$ cat config.mk
export PLATFORM = sky130hd
export DESIGN_NAME = fp32_seq_multiplier
export DESIGN_NICKNAME = d
export VERILOG_FILES = /design/src/rtl/fp32_pkg.sv /design/src/rtl/fp32_mts_shiftadd.sv /design/src/rtl/fp32_seq_multiplier.sv
export SDC_FILE = /design/constraint.sdc
export NUM_CORES = 1
export LEC_CHECK = 0
export ABC_CLOCK_PERIOD_IN_PS = 5800
export CORE_ASPECT_RATIO = 1.25
export CORE_UTILIZATION = 59
export DETAILED_ROUTE_END_ITERATION = 10
export PLACE_DENSITY = 0.81
export SLEW_MARGIN = 0
export SYNTH_ARGS = -nofsm -noshare
export SYNTH_HDL_FRONTEND = slang
export SYNTH_SLANG_ARGS = --single-unit
$ cat constraint.sdc
create_clock -name clk -period 5.8 [get_ports clk]
set_input_delay 1.74 -clock clk [delete_from_list [all_inputs] [get_ports clk]]
set_output_delay 1.74 -clock clk [all_outputs]
set_load 0.01 [all_outputs]
$ cat src/rtl/fp32_pkg.sv
// Shared FP32 constants and the multiplier FSM state encoding.
package fp32_pkg;
  localparam int EXP_IEEE754 = 8;
  localparam int MTS_IEEE754 = 23;
  localparam int MTS_W       = MTS_IEEE754 + 1;
  localparam int PROD_W      = 2 * MTS_W;
  localparam int CNT_W       = 5;

  // Exponent math runs in 10-bit two's complement to hold over/underflow.
  localparam logic [9:0] EXP_BIAS = 10'd127;
  localparam logic [9:0] EXP_MAX  = 10'd255;

  typedef enum logic [1:0] {
    IDLE = 2'd0,
    MUL  = 2'd1,
    NORM = 2'd2,
    DONE = 2'd3
  } state_t;
endpackage

$ cat src/rtl/fp32_mts_shiftadd.sv
// Iterative 24x24 mantissa multiplier: one multiplier bit per step, LSB first.
module fp32_mts_shiftadd
  import fp32_pkg::*;
(
  input  logic              clk,
  input  logic              rst_n,
  input  logic              load,
  input  logic              step,
  input  logic [MTS_W-1:0]  ma,
  input  logic [MTS_W-1:0]  mb,
  output logic [PROD_W-1:0] product,
  output logic [CNT_W-1:0]  count,
  output logic              last
);
  logic [MTS_W-1:0] ma_q;
  logic [MTS_W-1:0] mb_q;

  always_ff @(posedge clk or negedge rst_n) begin
    if (!rst_n) begin
      ma_q    <= '0;
      mb_q    <= '0;
      product <= '0;
      count   <= '0;
    end else if (load) begin
      ma_q    <= ma;
      mb_q    <= mb;
      product <= '0;
      count   <= '0;
    end else if (step) begin
      if (mb_q[count])
        product <= product + ({{MTS_W{1'b0}}, ma_q} << count);
      count <= count + 5'd1;
    end
  end

  assign last = (count == 5'(MTS_W - 1));
endmodule

$ cat src/rtl/fp32_seq_multiplier.sv
// Sequential FP32 multiplier: shift-add mantissa, truncating normalize, zero/denormal flush.
//   state | meaning
//   IDLE  | ready for an operand pair
//   MUL   | one multiplier bit per cycle (24 cycles)
//   NORM  | normalize, range-check and register the result
//   DONE  | result valid, waiting for out_ready
module fp32_seq_multiplier
  import fp32_pkg::*;
(
  input  logic        clk,
  input  logic        rst_n,
  input  logic [31:0] A,
  input  logic [31:0] B,
  input  logic        in_valid,
  output logic        in_ready,
  output logic [31:0] Out,
  output logic        isZero,
  output logic        out_valid,
  input  logic        out_ready
);
  state_t state_q, state_d;
  logic load, step, norm_en, last;
  logic rdy_q, sign_q, zero_q, is_zero_q;
  logic [EXP_IEEE754-1:0] ea_q, eb_q;
  logic [31:0] out_q;
  logic [PROD_W-1:0] product;
  logic [CNT_W-1:0] count;
  logic [9:0] e_raw, e_norm;
  logic [MTS_IEEE754-1:0] mts;
  logic [31:0] norm_word;
  logic norm_zero;

  fp32_mts_shiftadd u_mts (
    .clk     (clk),
    .rst_n   (rst_n),
    .load    (load),
    .step    (step),
    .ma      ({1'b1, A[MTS_IEEE754-1:0]}),
    .mb      ({1'b1, B[MTS_IEEE754-1:0]}),
    .product (product),
    .count   (count),
    .last    (last)
  );

  always_ff @(posedge clk or negedge rst_n) begin
    if (!rst_n) state_q <= IDLE;
    else        state_q <= state_d;
  end

  always_comb begin
    state_d = state_q;
    load    = 1'b0;
    step    = 1'b0;
    norm_en = 1'b0;
    case (state_q)
      IDLE: if (in_valid && in_ready) begin
        load    = 1'b1;
        state_d = (A[30:23] == '0 || B[30:23] == '0) ? NORM : MUL;
      end
      MUL: begin
        step = 1'b1;
        if (last) state_d = NORM;
      end
      NORM: begin
        norm_en = 1'b1;
        state_d = DONE;
      end
      DONE: if (out_ready) state_d = IDLE;
      default: state_d = IDLE;
    endcase
  end

  // Product of two [1,2) mantissas lies in [1,4): bit 47 selects the extra shift.
  always_comb begin
    e_raw     = {2'b00, ea_q} + {2'b00, eb_q} - EXP_BIAS;
    e_norm    = product[PROD_W-1] ? e_raw + 10'd1 : e_raw;
    mts       = product[PROD_W-1] ? product[46:24] : product[45:23];
    norm_word = {sign_q, e_norm[7:0], mts};
    norm_zero = 1'b0;
    if (zero_q || $signed(e_norm) <= 10'sd0) begin
      norm_word = 32'h0;
      norm_zero = 1'b1;
    end else if ($signed(e_norm) >= $signed(EXP_MAX)) begin
      norm_word = {sign_q, 8'hFF, 23'h0};
    end
  end

  always_ff @(posedge clk or negedge rst_n) begin
    if (!rst_n) begin
      rdy_q     <= 1'b0;
      sign_q    <= 1'b0;
      zero_q    <= 1'b0;
      ea_q      <= '0;
      eb_q      <= '0;
      out_q     <= '0;
      is_zero_q <= 1'b0;
    end else begin
      rdy_q <= 1'b1;
      if (load) begin
        sign_q <= A[31] ^ B[31];
        ea_q   <= A[30:23];
        eb_q   <= B[30:23];
        zero_q <= (A[30:23] == '0) || (B[30:23] == '0);
      end
      if (norm_en) begin
        out_q     <= norm_word;
        is_zero_q <= norm_zero;
      end
    end
  end

  assign in_ready  = rdy_q && (state_q == IDLE);
  assign out_valid = (state_q == DONE);
  assign Out       = out_q;
  assign isZero    = is_zero_q;
endmodule
==> results of run 1 <==
[layer usage]
layer | track usage [%] | wire length (µm) | vias to the layer above | share of wire (%)
li1 | - | - | 4981 | -
met2 | 54.5 | 14700 | 414 | 49
met3 | 4.96 | 1700 | 94 | 5.7
met4 | 15.4 | 1180 | 0 | 3.9
met1 | 38.5 | 12400 | 4976 | 41
met5 | 0 | 0 | - | 0
[tightest hold or removal path, stage by stage, from the launching register on]
cell and delay, ps:
dfrtp_1 340, nand2_1 50, nand2_1 50
[power groups by stage]
stage	combinational (W)	sequential (W)	clock (W)
4_1_cts	0.00586	0.00196	0.00111
6_report	0.00593	0.00197	0.00110
3_5_place_dp	0.00580	0.00197	0
3_3_place_gp	0.00570	0.00195	0
2_1_floorplan	0.00450	0.00183	0
5_1_grt	0.00655	0.00202	0.00116
[registers in the layout (all words and copies together), names as in the netlist]
register,count
eb_q,8
Out,32
state_q,2
zero_q,1
u_mts.count,5
u_mts.mb_q,23
u_mts.ma_q,24
isZero,1
rdy_q,1
u_mts.product,48
ea_q,8
sign_q,1
[through the flow]
step	power, W	util, %
after CTS	0.00892	68.9
after floorplan	0.00632	-
after global routing	0.00973	68.9
after detailed placement	0.00777	65.8
after global placement	0.00766	65.8
final	0.00900	68.9
[layout by cell type, fill, tap and decap left out, drive strengths merged, types with 15 or more instances in the layout]
master | netlist | layout
xnor2 | 29 | 29
nand2 | 274 | 274
mux2i | 53 | 53
o2bb2ai | 30 | 30
dfrtp | 154 | 154
o21ai | 68 | 68
a21oi | 96 | 96
a31oi | 20 | 20
clkbuf | 53 | 19
and3 | 15 | 15
nand3 | 31 | 31
a21o | 37 | 37
o22ai | 17 | 17
ha | 69 | 69
clkdlybuf4s50 | 0 | 101
nor3 | 26 | 26
a211oi | 17 | 17
mux4 | 15 | 15
nor2 | 123 | 123
inv | 25 | 30
mux2 | 17 | 17
[final timing paths]
| path | to | slack, ps | depth (start not counted) |
|---|---|---|---|
| setup / recovery | u_mts.product[47] | 730 | 15 |
| hold / removal | u_mts.mb_q[22] | 480 | 2 |
| setup reg to reg | u_mts.product[47] | 730 | 15 |
| hold reg to reg | u_mts.mb_q[22] | 480 | 2 |
| max in group asynchronous | u_mts.product[2] | 3450 | 2 |
| min in group asynchronous | ea_q[7] | 1370 | 1 |
[area by class of cell]
type,count,area [µm²],share of cell area (%)
well taps,232,290,2.23
flip-flops and latches,154,3850,29.7
clock inverters,13,135,1.04
repair buffers,114,1110,8.56
inverters,28,105,0.809
multi-input cells,1096,7050,54.3
clock buffers,19,443,3.41
[cell families (layout without fill, tap and decap cells)]
family / count (synthesis) / in the layout / share of synthesized area [%]
buf+inv: 113 / 174 / 4.13
fa+ha+maj: 71 / 71 / 7.95
flops: 154 / 154 / 33.9
other cells: 1 / 1 / 0.0330
compound gates: 344 / 344 / 19.8
mux: 85 / 85 / 9.33
simple gates: 555 / 555 / 21.8
xor+xnor: 40 / 40 / 3.08
==> impl_metrics.toml, run 1 <==
[run_status]
status = "complete, no violations"

[sta]
fin_tns_setup_ps = 0
finalSetupViolations = 0
fin_crit_ps = 5070
whs_ps = 475
finalCritPeriodShare_pct = 87.4
timing.fmax_mhz = 197
slew_headroom_pct = 36.1
fin_skew_ps = 11.9
worstMarginPinSlew_ps = 953
hold_viol = 0
setup_slack_ps = 731
drv_slew = 0
rsz0062_at_grt = "false"

[worst_setup_path]
arrival_ps = 5360
cp.required_ps = 6090
crit_top_cell = "a31oi_1"
cp-start-kind = "flip-flop"
worstPathMaxFanout = 33
worst_setup_path_end_kind = "flip-flop"
critical-path-top-delay-family = "compound AO/OA/AOI/OAI gates"
crit_path_top_delay_cell = "dfrtp_2"
cpPeakStageDelay_ps = 850
r2r_start = "u_mts.count[0]"
worstPathCellList = "mux2_2, o21ai_0, nor2_1, a31oi_1, nor2_1, ha_1, nand4_1, a211oi_1, or2_2, a31oi_1, o41ai_1, a31oi_1, a31oi_1, a211o_1, o211ai_1"
path_buf_inv = 0
crit_start = "u_mts.count[0]"
path_class = "reg -> reg"

[layout]
fin_area_mm2 = 0.0130
instances_no_fill = 1656
antenna-diode-count = 0
n_fill_cell = 1513
layout-drive-gt1-share_pct = 6.81
synthToLayoutAreaGrowth_pct = 14.3
layout.nets = 1550

[die]
pin_count = 103
initial_core_util_pct = 60.3
core.rowCount = 56
fp.dieH_um = 157
core_area_mm2 = 0.0188
dieArea_mm2 = 0.0198
die_w_um = 126

[pwr]
power.share.sequential_pct = 21.9
p_switching_w = 0.00444
peakVddDrop_v = 0.000344
p_leak_nw = 6.08
pwr_density_cell_mw_per_mm2 = 693
power.internal_w = 0.00456
p_clk_share_pct = 12.2
switching_share_pct = 49.3
combPwrFrac_pct = 65.9

[clock_tree]
cts.sinks = 154
ctsRootBufferMaster = "clkbuf_16"
path_clk_slew_ps = 60
clk_latency_ps = 440
ctsHtreeMaxLevel = 4
clock_path_buffers = 2
post_cts_resize_count = 0
cts_setup_buffers = 0
cts_made_buffers = 17
cts_hold_buf = 0
tritoncts = "built"

[logic_synthesis]
synth_common_cells = "nand2_1 (274), dfrtp_1 (154), nor2_1 (123)"
syn_avg_cell_area_um2 = 8.34
ys.flop_type = "dfrtp_1"
ys_types = 69
synth.top_cell.area_share_pct = 33.9
synthCells = 1363
synth_edf_count = 0
yosys.area.top_type = "dfrtp_1"
synth_area_leaders = "dfrtp_1 (34%), nand2_1 (9.1%), ha_1 (7.6%)"
synth.most_common_cell = "nand2_1"
async_reset_ff_share_pct = 100
synth_nets = 1502
yosysSeqAreaShare_pct = 33.9
syn_area_mm2 = 0.0114
synth_seq_cells = 154
ys_warn_count = 0

[route]
drtAntennaViolNets = 0
routed_wl_um = 30000
vias_per_cell = 6.32
wl_per_cell_um = 18.1
drt_iter0_markers = 1016
drc = 0
vias = 10500
drtPass1Iterations = 6

[placed_design]
pre_cts_ws_ps = 915
io_buffers = 102
place_area_mm2 = 0.0124
dp_hpwl_um = 21700
gp_congestion = 1.03
place_inst = 1624

[grt]
first_global_vias = 10100
gr-usage-all-layers_pct = 31.6
grt_max_degree = 93
grt_pass1_wl_um = 49300
grt_overflow = 0
antenna_found_initial = 0

[worst_hold_path]
hp-start = "u_mts.mb_q[22]"
min_path_type = "reg -> reg"

[run]
cap_viol_max_count = 0
No activity file was read; power rests on OpenSTA's default activity.
==> run 2, diff against run 1 <==
SETUP_SLACK_MARGIN = 0.02   (was default)
==> results of run 2 <==
Final layout, timing and power as in run 1 (identical DEF).
==> run 3, diff against run 2 <==
CORE_UTILIZATION = 60   (was 59)
PLACE_DENSITY = 0.82   (was 0.81)
SLEW_MARGIN = 20   (was 0)
SYNTH_HIERARCHICAL = 1   (was default)
==> run 3 against run 2 <==
Clock skew about the same. Synthesized cell count decreased by 4.8%. Cell count decreased by 2.2%. Routed wire length decreased by 0.12%. Utilization increased by 0.92 points. Register-to-register slack improved by 30 ps. Setup slack improved by 33 ps. Global-route usage decreased by 0.69 points. Design area increased by 4.7%. Critical path type unchanged. Sequential share of layout area decreased by 1.1 points. Die area increased by 3.0%.
==> impl_metrics.toml, run 3 <==
[sta]
timing.fmax_mhz = 199
hold_viol = 0
fin_crit_ps = 5040
worstMarginPinSlew_ps = 1050
drv_slew = 0
fin_tns_setup_ps = 0
finalCritPeriodShare_pct = 86.8
slew_headroom_pct = 29.7
whs_ps = 486
fin_skew_ps = 12.3
finalSetupViolations = 0
rsz0062_at_grt = "false"
setup_slack_ps = 763

[placed_design]
pre_cts_ws_ps = 921
io_buffers = 102
dp_hpwl_um = 21500
gp_congestion = 0.955

[grt]
grt_max_degree = 83
first_global_vias = 10000
grt_overflow = 0
antenna_found_initial = 0
gr-usage-all-layers_pct = 30.9
grt_pass1_wl_um = 50500

[die]
core_area_mm2 = 0.0195
core.rowCount = 57
dieArea_mm2 = 0.0204
die_w_um = 128
initial_core_util_pct = 61.2
fp.dieH_um = 160
pin_count = 103

[worst_setup_path]
cp-start-kind = "flip-flop"
worstPathMaxFanout = 43
arrival_ps = 5400
cp.required_ps = 6160
worst_setup_path_end_kind = "flip-flop"
path_class = "reg -> reg"
regToRegSetupSlack_ps = 760

[clock_tree]
cts_hold_buf = 0
ctsRootBufferMaster = "clkbuf_16"
cts_setup_buffers = 0
tritoncts = "built"
clock_path_buffers = 2
cts.sinks = 155
path_clk_slew_ps = 70
post_cts_resize_count = 0
clk_latency_ps = 440
cts_made_buffers = 17
ctsHtreeMaxLevel = 4

[route]
vias = 10200
drtPass1Iterations = 5
routed_wl_um = 29900
vias_per_cell = 6.29
drt_iter0_markers = 831
wl_per_cell_um = 18.5
drtAntennaViolNets = 0
drc = 0

[layout]
seq_area_mm2 = 0.00388
largest_register_ffs = 48
final_common_cell = "dfrtp_1"
layout_common_cells = "dfrtp_1 (153), nand2_1 (125), clkdlybuf4s50_1 (101)"
regMostFlops = "u_mts/product"
layout-drive-gt1-share_pct = 13.8
n_fill_cell = 1550
utilization_pct = 69.8
synthToLayoutAreaGrowth_pct = 14.1
multiInputGateArea_mm2 = 0.00749
antenna-diode-count = 0
layout.nets = 1479

[logic_synthesis]
yosysSeqAreaShare_pct = 32.6
yosys.area.top_type = "dfrtp_1"
synth_area_leaders = "dfrtp_1 (33%), mux2_2 (7.8%), ha_1 (7.1%)"
ys_warn_count = 6
synth.top_cell.area_share_pct = 32.6
synth_seq_cells = 155
synth_edf_count = 0
ys_types = 81
ys.flop_type = "dfrtp_1"
synthCells = 1298
synth.most_common_cell = "dfrtp_1"
syn_area_mm2 = 0.0119
synth_common_cells = "dfrtp_1 (155), nand2_1 (125), a21oi_1 (94)"
async_reset_ff_share_pct = 100
syn_avg_cell_area_um2 = 9.18

[worst_hold_path]
min_path_type = "reg -> reg"

[run]
cap_viol_max_count = 0

[run_status]
status = "complete, no violations"
[run 3: changes by cell type in the layout (fill, tap and decap cells not counted), sizes merged, moves of 16 or more]
cell,delta
o41ai,+20
nor2,-33
nand2b,+27
o2bb2ai,-30
mux2,+65
nand2,-149
inv,+16
[run 3: final cells by class]
type	count	area share, %
timing repair buffer	113	8.13
sequential	155	28.5
tap	265	2.44
inverter	39	1.10
multi-input combinational	1015	55.1
clock buffer	18	3.23
clock inverter	14	1.46
[run 3: final timing paths]
path | startpoint | end | cells after the start
max in group asynchronous | rst_n | u_mts/product[17] | 2
worst min-delay path | zero_q | zero_q | 2
min in group asynchronous | rst_n | Out[26] | 1
worst min register to register | zero_q | zero_q | 2
worst max-delay path | u_mts/count[0] | u_mts/product[46] | 14
worst max register to register | u_mts/count[0] | u_mts/product[46] | 14
[run 3: metal layers]
metal | track usage, % | wire length, µm | up-vias
li1 | - | - | 4869
met1 | 40.2 | 12900 | 4920
met2 | 51.4 | 14800 | 333
met3 | 4.81 | 1440 | 61
met4 | 11.9 | 848 | 0
met5 | 0 | 0 | -
[run 3: logic make-up after synthesis]
family                     after synthesis  share of synthesized area [%]
other                                    1                         0.0315
xor gates and xnor gates                45                           3.31
AOI/OAI and AO/OA                      326                           19.2
buffers and inverters                  130                           4.78
muxes                                  162                           15.8
and+or+nand+nor                        409                           16.8
DFF                                    155                           32.6
adders and majority gates               70                           7.48
[run 3: stage by stage]
step | area (µm²) | cells
after global routing | 13600 | 1619
final | 13600 | 1619
after CTS | 13600 | 1619
after global placement | 13000 | 1587
after detailed placement | 13000 | 1587
after floorplan | 11900 | 1300
[run 3: worst max-delay path: stages, from the launching register on]
cell and delay [ps]:
dfrtp_2 1010, mux4_2 620, mux2i_1 240, nand2_1 80, o21ai_0 210, o22ai_1 140
ha_1 420, a21oi_1 340, o211ai_1 130, a21oi_1 330, o32ai_1 210, a2111oi_2 550
nor3_1 180, or3_1 370, nand3_1 90
Power of run 3 is not shown: default switching activity piles up to over one toggle a cycle in this logic, so the estimate is an artifact.
